==> config.mk <==
export PLATFORM = sky130hd
export DESIGN_NAME = alu_issue_ctrl
export DESIGN_NICKNAME = d
export VERILOG_FILES = /design/src/rtl/alu_issue_ctrl.sv
export SDC_FILE = /design/constraint.sdc
export NUM_CORES = 1
export LEC_CHECK = 0
export CAP_MARGIN = 5
export CORE_UTILIZATION = 30
export DETAILED_ROUTE_END_ITERATION = 8
export GPL_TIMING_DRIVEN = 0
export PLACE_DENSITY = 0.6
export SETUP_SLACK_MARGIN = 0.15
export SLEW_MARGIN = 15
export SYNTH_ARGS = -nofsm -noshare
export SYNTH_HDL_FRONTEND = slang
export SYNTH_SLANG_ARGS = --single-unit
==> constraint.sdc <==
create_clock -name clk_i -period 3.65 [get_ports clk_i]
set_input_delay 0.365 -clock clk_i [delete_from_list [all_inputs] [get_ports clk_i]]
set_output_delay 0.365 -clock clk_i [all_outputs]
set_load 0.005 [all_outputs]
==> src/rtl/alu_issue_ctrl.sv <==
// Issue stage: decodes a MIPS word into ALU ctrl/operands and holds it in a one-entry slot.
// Multiplies are held for MUL_LAT cycles after accept before out_valid_o rises.
module alu_issue_ctrl #(
    parameter int unsigned MUL_LAT = 3
) (
    input  logic        clk_i,
    input  logic        rst_i,
    input  logic        in_valid_i,
    output logic        in_ready_o,
    input  logic [31:0] instr_i,
    input  logic [31:0] rs_data_i,
    input  logic [31:0] rt_data_i,
    output logic        out_valid_o,
    input  logic        out_ready_i,
    output logic [3:0]  ctrl_o,
    output logic [31:0] src1_o,
    output logic [31:0] src2_o,
    output logic [4:0]  shamt_o,
    output logic [15:0] imm_o,
    output logic [4:0]  wb_addr_o,
    output logic        wb_en_o,
    output logic        illegal_o
);

    localparam logic [3:0] OpAnd  = 4'b0000;
    localparam logic [3:0] OpOr   = 4'b0001;
    localparam logic [3:0] OpAdd  = 4'b0010;
    localparam logic [3:0] OpSll  = 4'b0011;
    localparam logic [3:0] OpSrlv = 4'b0100;
    localparam logic [3:0] OpSub  = 4'b0110;
    localparam logic [3:0] OpSlt  = 4'b0111;
    localparam logic [3:0] OpMul  = 4'b1000;
    localparam logic [3:0] OpLui  = 4'b1001;
    localparam logic [3:0] OpOri  = 4'b1010;
    localparam logic [3:0] OpNor  = 4'b1100;

    localparam logic [3:0] MulWait = 4'(MUL_LAT - 1);
    localparam bit         MulHold = (MUL_LAT > 1);

    typedef enum logic [1:0] {StEmpty, StWait, StFull} state_e;

    state_e      state_q;
    logic [3:0]  cnt_q;
    logic        accept;

    logic [3:0]  dec_ctrl;
    logic [31:0] dec_src1, dec_src2;
    logic [4:0]  dec_wb_addr;
    logic        dec_wb_en, dec_illegal, dec_mul;

    logic [5:0]  opcode, funct;
    logic [31:0] imm_sext;
    logic        unused_rs_field;

    assign opcode          = instr_i[31:26];
    assign funct           = instr_i[5:0];
    assign imm_sext        = {{16{instr_i[15]}}, instr_i[15:0]};
    assign unused_rs_field = ^instr_i[25:21];

    always_comb begin
        dec_ctrl    = OpAnd;
        dec_src1    = rs_data_i;
        dec_src2    = rt_data_i;
        dec_wb_addr = instr_i[15:11];
        dec_wb_en   = 1'b0;
        dec_illegal = 1'b0;
        dec_mul     = 1'b0;
        unique case (opcode)
            6'h00: begin
                dec_wb_en = 1'b1;
                unique case (funct)
                    6'h20: dec_ctrl = OpAdd;
                    6'h22: dec_ctrl = OpSub;
                    6'h24: dec_ctrl = OpAnd;
                    6'h25: dec_ctrl = OpOr;
                    6'h27: dec_ctrl = OpNor;
                    6'h2A: dec_ctrl = OpSlt;
                    6'h00: dec_ctrl = OpSll;
                    6'h06: dec_ctrl = OpSrlv;
                    6'h18: begin
                        dec_ctrl = OpMul;
                        dec_mul  = 1'b1;
                    end
                    default: begin
                        dec_wb_en   = 1'b0;
                        dec_illegal = 1'b1;
                    end
                endcase
            end
            6'h08, 6'h23, 6'h2B: begin
                dec_ctrl    = OpAdd;
                dec_src2    = imm_sext;
                dec_wb_addr = instr_i[20:16];
                dec_wb_en   = (opcode != 6'h2B);
            end
            6'h0D, 6'h0F: begin
                // The ALU takes the immediate from imm_o for these.
                dec_ctrl    = (opcode == 6'h0D) ? OpOri : OpLui;
                dec_src2    = '0;
                dec_wb_addr = instr_i[20:16];
                dec_wb_en   = 1'b1;
            end
            6'h04, 6'h05: begin
                dec_ctrl    = OpSub;
                dec_wb_addr = instr_i[20:16];
            end
            default: dec_illegal = 1'b1;
        endcase
    end

    // Full slot with a consumer pop lets a new entry in during the same cycle.
    assign in_ready_o = !rst_i && ((state_q == StEmpty) || ((state_q == StFull) && out_ready_i));
    assign accept     = in_valid_i && in_ready_o;

    always_ff @(posedge clk_i or posedge rst_i) begin
        if (rst_i) begin
            state_q     <= StEmpty;
            cnt_q       <= '0;
            out_valid_o <= 1'b0;
            ctrl_o      <= '0;
            src1_o      <= '0;
            src2_o      <= '0;
            shamt_o     <= '0;
            imm_o       <= '0;
            wb_addr_o   <= '0;
            wb_en_o     <= 1'b0;
            illegal_o   <= 1'b0;
        end else if (accept) begin
            ctrl_o    <= dec_ctrl;
            src1_o    <= dec_src1;
            src2_o    <= dec_src2;
            shamt_o   <= instr_i[10:6];
            imm_o     <= instr_i[15:0];
            wb_addr_o <= dec_wb_addr;
            wb_en_o   <= dec_wb_en;
            illegal_o <= dec_illegal;
            if (dec_mul && MulHold) begin
                state_q     <= StWait;
                cnt_q       <= MulWait;
                out_valid_o <= 1'b0;
            end else begin
                state_q     <= StFull;
                out_valid_o <= 1'b1;
            end
        end else begin
            unique case (state_q)
                StWait: begin
                    if (cnt_q == 4'd1) begin
                        state_q     <= StFull;
                        cnt_q       <= '0;
                        out_valid_o <= 1'b1;
                    end else begin
                        cnt_q <= cnt_q - 4'd1;
                    end
                end
                StFull: begin
                    if (out_ready_i) begin
                        state_q     <= StEmpty;
                        out_valid_o <= 1'b0;
                    end
                end
                default: ;
            endcase
        end
    end

endmodule
==> impl_metrics.env <==
export IMPL_post_cts_setup_buffer_count=0
export IMPL_pwr_density_cell_nw_per_um2=352.1
export IMPL_clkTransAtPathRegs_ns=0.06
export IMPL_finalClockSkew_ns=0.005720
export IMPL_hp_class="in2reg"
export IMPL_hpwl_dp_um=10370
export IMPL_finish_instance_area_um2=6863
export IMPL_cellInternalPower_uw=1863
export IMPL_yosysUniqueCellTypes=43
export IMPL_fmax_ghz=0.4384
export IMPL_num_rows=44
export IMPL_swShare=0.2290
export IMPL_global_route_usage_total=0.1846
export IMPL_post_dr_wirelength_cell_um=15.90
export IMPL_final_setup_tns_ns=0
export IMPL_fillers=1387
export IMPL_share_of_layout_cells_above_drive_strength_1=0.08514
export IMPL_die_outline_width_um=123.9
export IMPL_post_synth_cell_area_avg_um2=9.038
export IMPL_seq_power_share=0.474
export IMPL_max_cap_violations=0
export IMPL_timing_worst_slew_pin_value_ns=0.7002
export IMPL_coreArea_um2=14530
export IMPL_cts_sink_count=97
export IMPL_final_net_count=793
export IMPL_synth_yosys_seq_area_share=0.5448
export IMPL_power_frac_clock=0.387
export IMPL_cts_root_buf="clkbuf_16"
export IMPL_cts_htree_levels=3
export IMPL_floorplan_io_pins=198
export IMPL_largest_net_degree_at_the_start_of_global_routing=58
export IMPL_synthArstFlopShare=1.000
export IMPL_maxSlewViolCount=0
export IMPL_clock_tree_from_tritoncts="done"
export IMPL_grt_overflow_total=0
export IMPL_setup_viol_count_final=0
export IMPL_cts_resized=0
export IMPL_max_slew_margin=0.5332
export IMPL_area_growth_synth_to_final_pct=54.03
export IMPL_timing_final_hold_violations=0
export IMPL_rsz_0062_raised_after_global_routing="no"
export IMPL_antenna_violations_before_repair=0
export IMPL_postSynthNetCount=595
export IMPL_ys_ff_latch=97
export IMPL_ys_flop_type="dfrtp_1"
export IMPL_worst_setup_ep_type="flop"
export IMPL_ys_warnings_count=0
export IMPL_die_area_um2=15340
export IMPL_power_switching_uw=553.5
export IMPL_worst_ir_drop_vdd_v=0.0001684
export IMPL_mapped_cell_area_um2=4456
export IMPL_critical_path_peak_fanout=10
export IMPL_cp_start_kind="input port"
export IMPL_netlist_instances=493
export IMPL_run_status="complete, no violations"
export IMPL_wirelength_um=13950
export IMPL_drtPass1Iterations=4
export IMPL_top_library_cells_by_usage_in_the_layout_fill_and_taps_aside="clkdlybuf4s50_1, nand2_1, dfrtp_1"
export IMPL_clock_insertion_delay_worst_skew_ns=0.34
export IMPL_cts_root_to_sink_buffers=2
export IMPL_floorplan_die_height_um=123.9
export IMPL_layout_cells_most_common="clkdlybuf4s50_1"
export IMPL_worstPathRequired_ns=3.93
export IMPL_tritoncts_num_buffers=9
export IMPL_final_period_utilization=0.6249
export IMPL_edff_count_synth=0
export IMPL_comb_power_share=0.139
export IMPL_port_buffers=186
export IMPL_drc=0
export IMPL_ant_nets=0
export IMPL_layout_min_cycle_time_ns=2.281
export IMPL_vias=4137
export IMPL_whs_ns=0.3547
export IMPL_crit_type="in2reg"
export IMPL_hold_buffers=0
export IMPL_dpl_instance_area_um2=6580
export IMPL_detailedRoute_firstIterationViolations=237
export IMPL_diodes=0
export IMPL_detail_route_vias_per_cell=4.717
export IMPL_worstPathArrival_ns=2.56
export IMPL_initial_utilization=0.3066
export IMPL_first_pass_grt_wire_length_um=21130
export IMPL_place_gp_congestion=0.8297
export IMPL_static_leakage_power_uw=0.003140
export IMPL_first_global_vias=4027
-- worst max-delay path, stage by stage --
cell and delay, ns:
clkdlybuf4s50_1 0.49, a211oi_1 0.36, and2_1 0.17, buf_2 0.27, buf_2 0.31, buf_1 0.40
nand2_1 0.11, nand2_1 0.07
-- sequential cells by signal, indices dropped and copies added (netlist names) --
signal	count
imm_o	12
src2_o	32
state_q	1
shamt_o	4
cnt_q	4
wb_en_o	1
illegal_o	1
out_valid_o	1
wb_addr_o	5
ctrl_o	4
src1_o	32
-- per-layer routing --
metal  GRT usage  wire (um)  vias up
li1            -          -     2008
met1      0.2292       5946     1954
met2      0.3028       6700      160
met3     0.05357       1097       15
met4     0.06852        204        0
met5           0          0        -
-- through the flow --
step	total power, uW	std cells	setup WS, ns	utilization
finish	2417	877	1.369	0.4722
detailed placement	1503	864	0.9556	0.4527
global placement	1492	863	-0.9056	0.4505
CTS	2451	877	1.314	0.4722
floorplan	1268	493	0.7513	-
global route	2518	877	1.082	0.4722
-- synth_stat cells (2+ instances only) --
| master | instances | area (um^2) |
|---|---|---|
| nand2_1 | 177 | 664.4 |
| dfrtp_1 | 97 | 2427 |
| nor2_1 | 57 | 214.0 |
| clkbuf_1 | 19 | 71.32 |
| a21oi_1 | 18 | 90.09 |
| o21ai_0 | 15 | 75.07 |
| a221oi_2 | 13 | 195.2 |
| a21oi_2 | 11 | 96.34 |
| inv_1 | 10 | 37.54 |
| nand3_1 | 9 | 45.04 |
| buf_6 | 6 | 67.56 |
| buf_4 | 5 | 37.54 |
| o211ai_1 | 5 | 37.54 |
| nor3_1 | 4 | 20.02 |
| nor3b_1 | 4 | 30.03 |
| a31oi_1 | 3 | 18.77 |
| and3b_1 | 3 | 26.28 |
| buf_1 | 3 | 11.26 |
| buf_2 | 3 | 15.01 |
| a21o_1 | 2 | 15.01 |
| a221oi_1 | 2 | 17.52 |
| and3_1 | 2 | 12.51 |
| ha_1 | 2 | 25.02 |
| nor2b_1 | 2 | 12.51 |
| o31ai_1 | 2 | 15.01 |
| or3_4 | 2 | 22.52 |
-- power groups by stage --
stage	sequential, uW	clock, uW	combinational, uW
global route	1150	1000	366
CTS	1150	965	339
floorplan	1170	0	101
global placement	1160	0	328
detailed placement	1170	0	338
finish	1150	935	335
-- area by class of cell --
class	instances	area (um^2)	share of cell area
Buffer	37	207.7	0.03026
Clock buffer	10	239.0	0.03482
Tap cell	184	230.2	0.03355
Clock inverter	3	43.79	0.006381
Multi-Input combinational cell	349	1783	0.2598
Sequential cell	97	2427	0.3537
Timing Repair Buffer	187	1889	0.2753
Inverter	10	42.54	0.006199
-- path summary, 6_finish.rpt --
path | endpoint | slack [ns] | start | cells past startpoint
setup / recovery | src1_o[18]$_DFFE_PP0P_ | 1.37 | rst_i | 8
hold / removal | imm_o[4]$_DFFE_PP0P_ | 0.35 | instr_i[4] | 3
setup reg to reg | src1_o[18]$_DFFE_PP0P_ | 1.49 | out_valid_o$_DFFE_PP0P_ | 7
hold reg to reg | src1_o[21]$_DFFE_PP0P_ | 0.48 | src1_o[21]$_DFFE_PP0P_ | 2
max in group asynchronous | src1_o[0]$_DFFE_PP0P_ | 2.58 | rst_i | 3
min in group asynchronous | src2_o[27]$_DFFE_PP0P_ | 0.43 | rst_i | 2
-- cells by family after synthesis --
| kind of cell | Yosys count | share of synthesized area |
|---|---|---|
| buf+inv | 47 | 0.05504 |
| flops | 97 | 0.5448 |
| simple gates | 267 | 0.2502 |
| compound gates | 80 | 0.1443 |
| fa+ha+maj | 2 | 0.005616 |
Note: power is estimated with default switching activity, not from simulation.
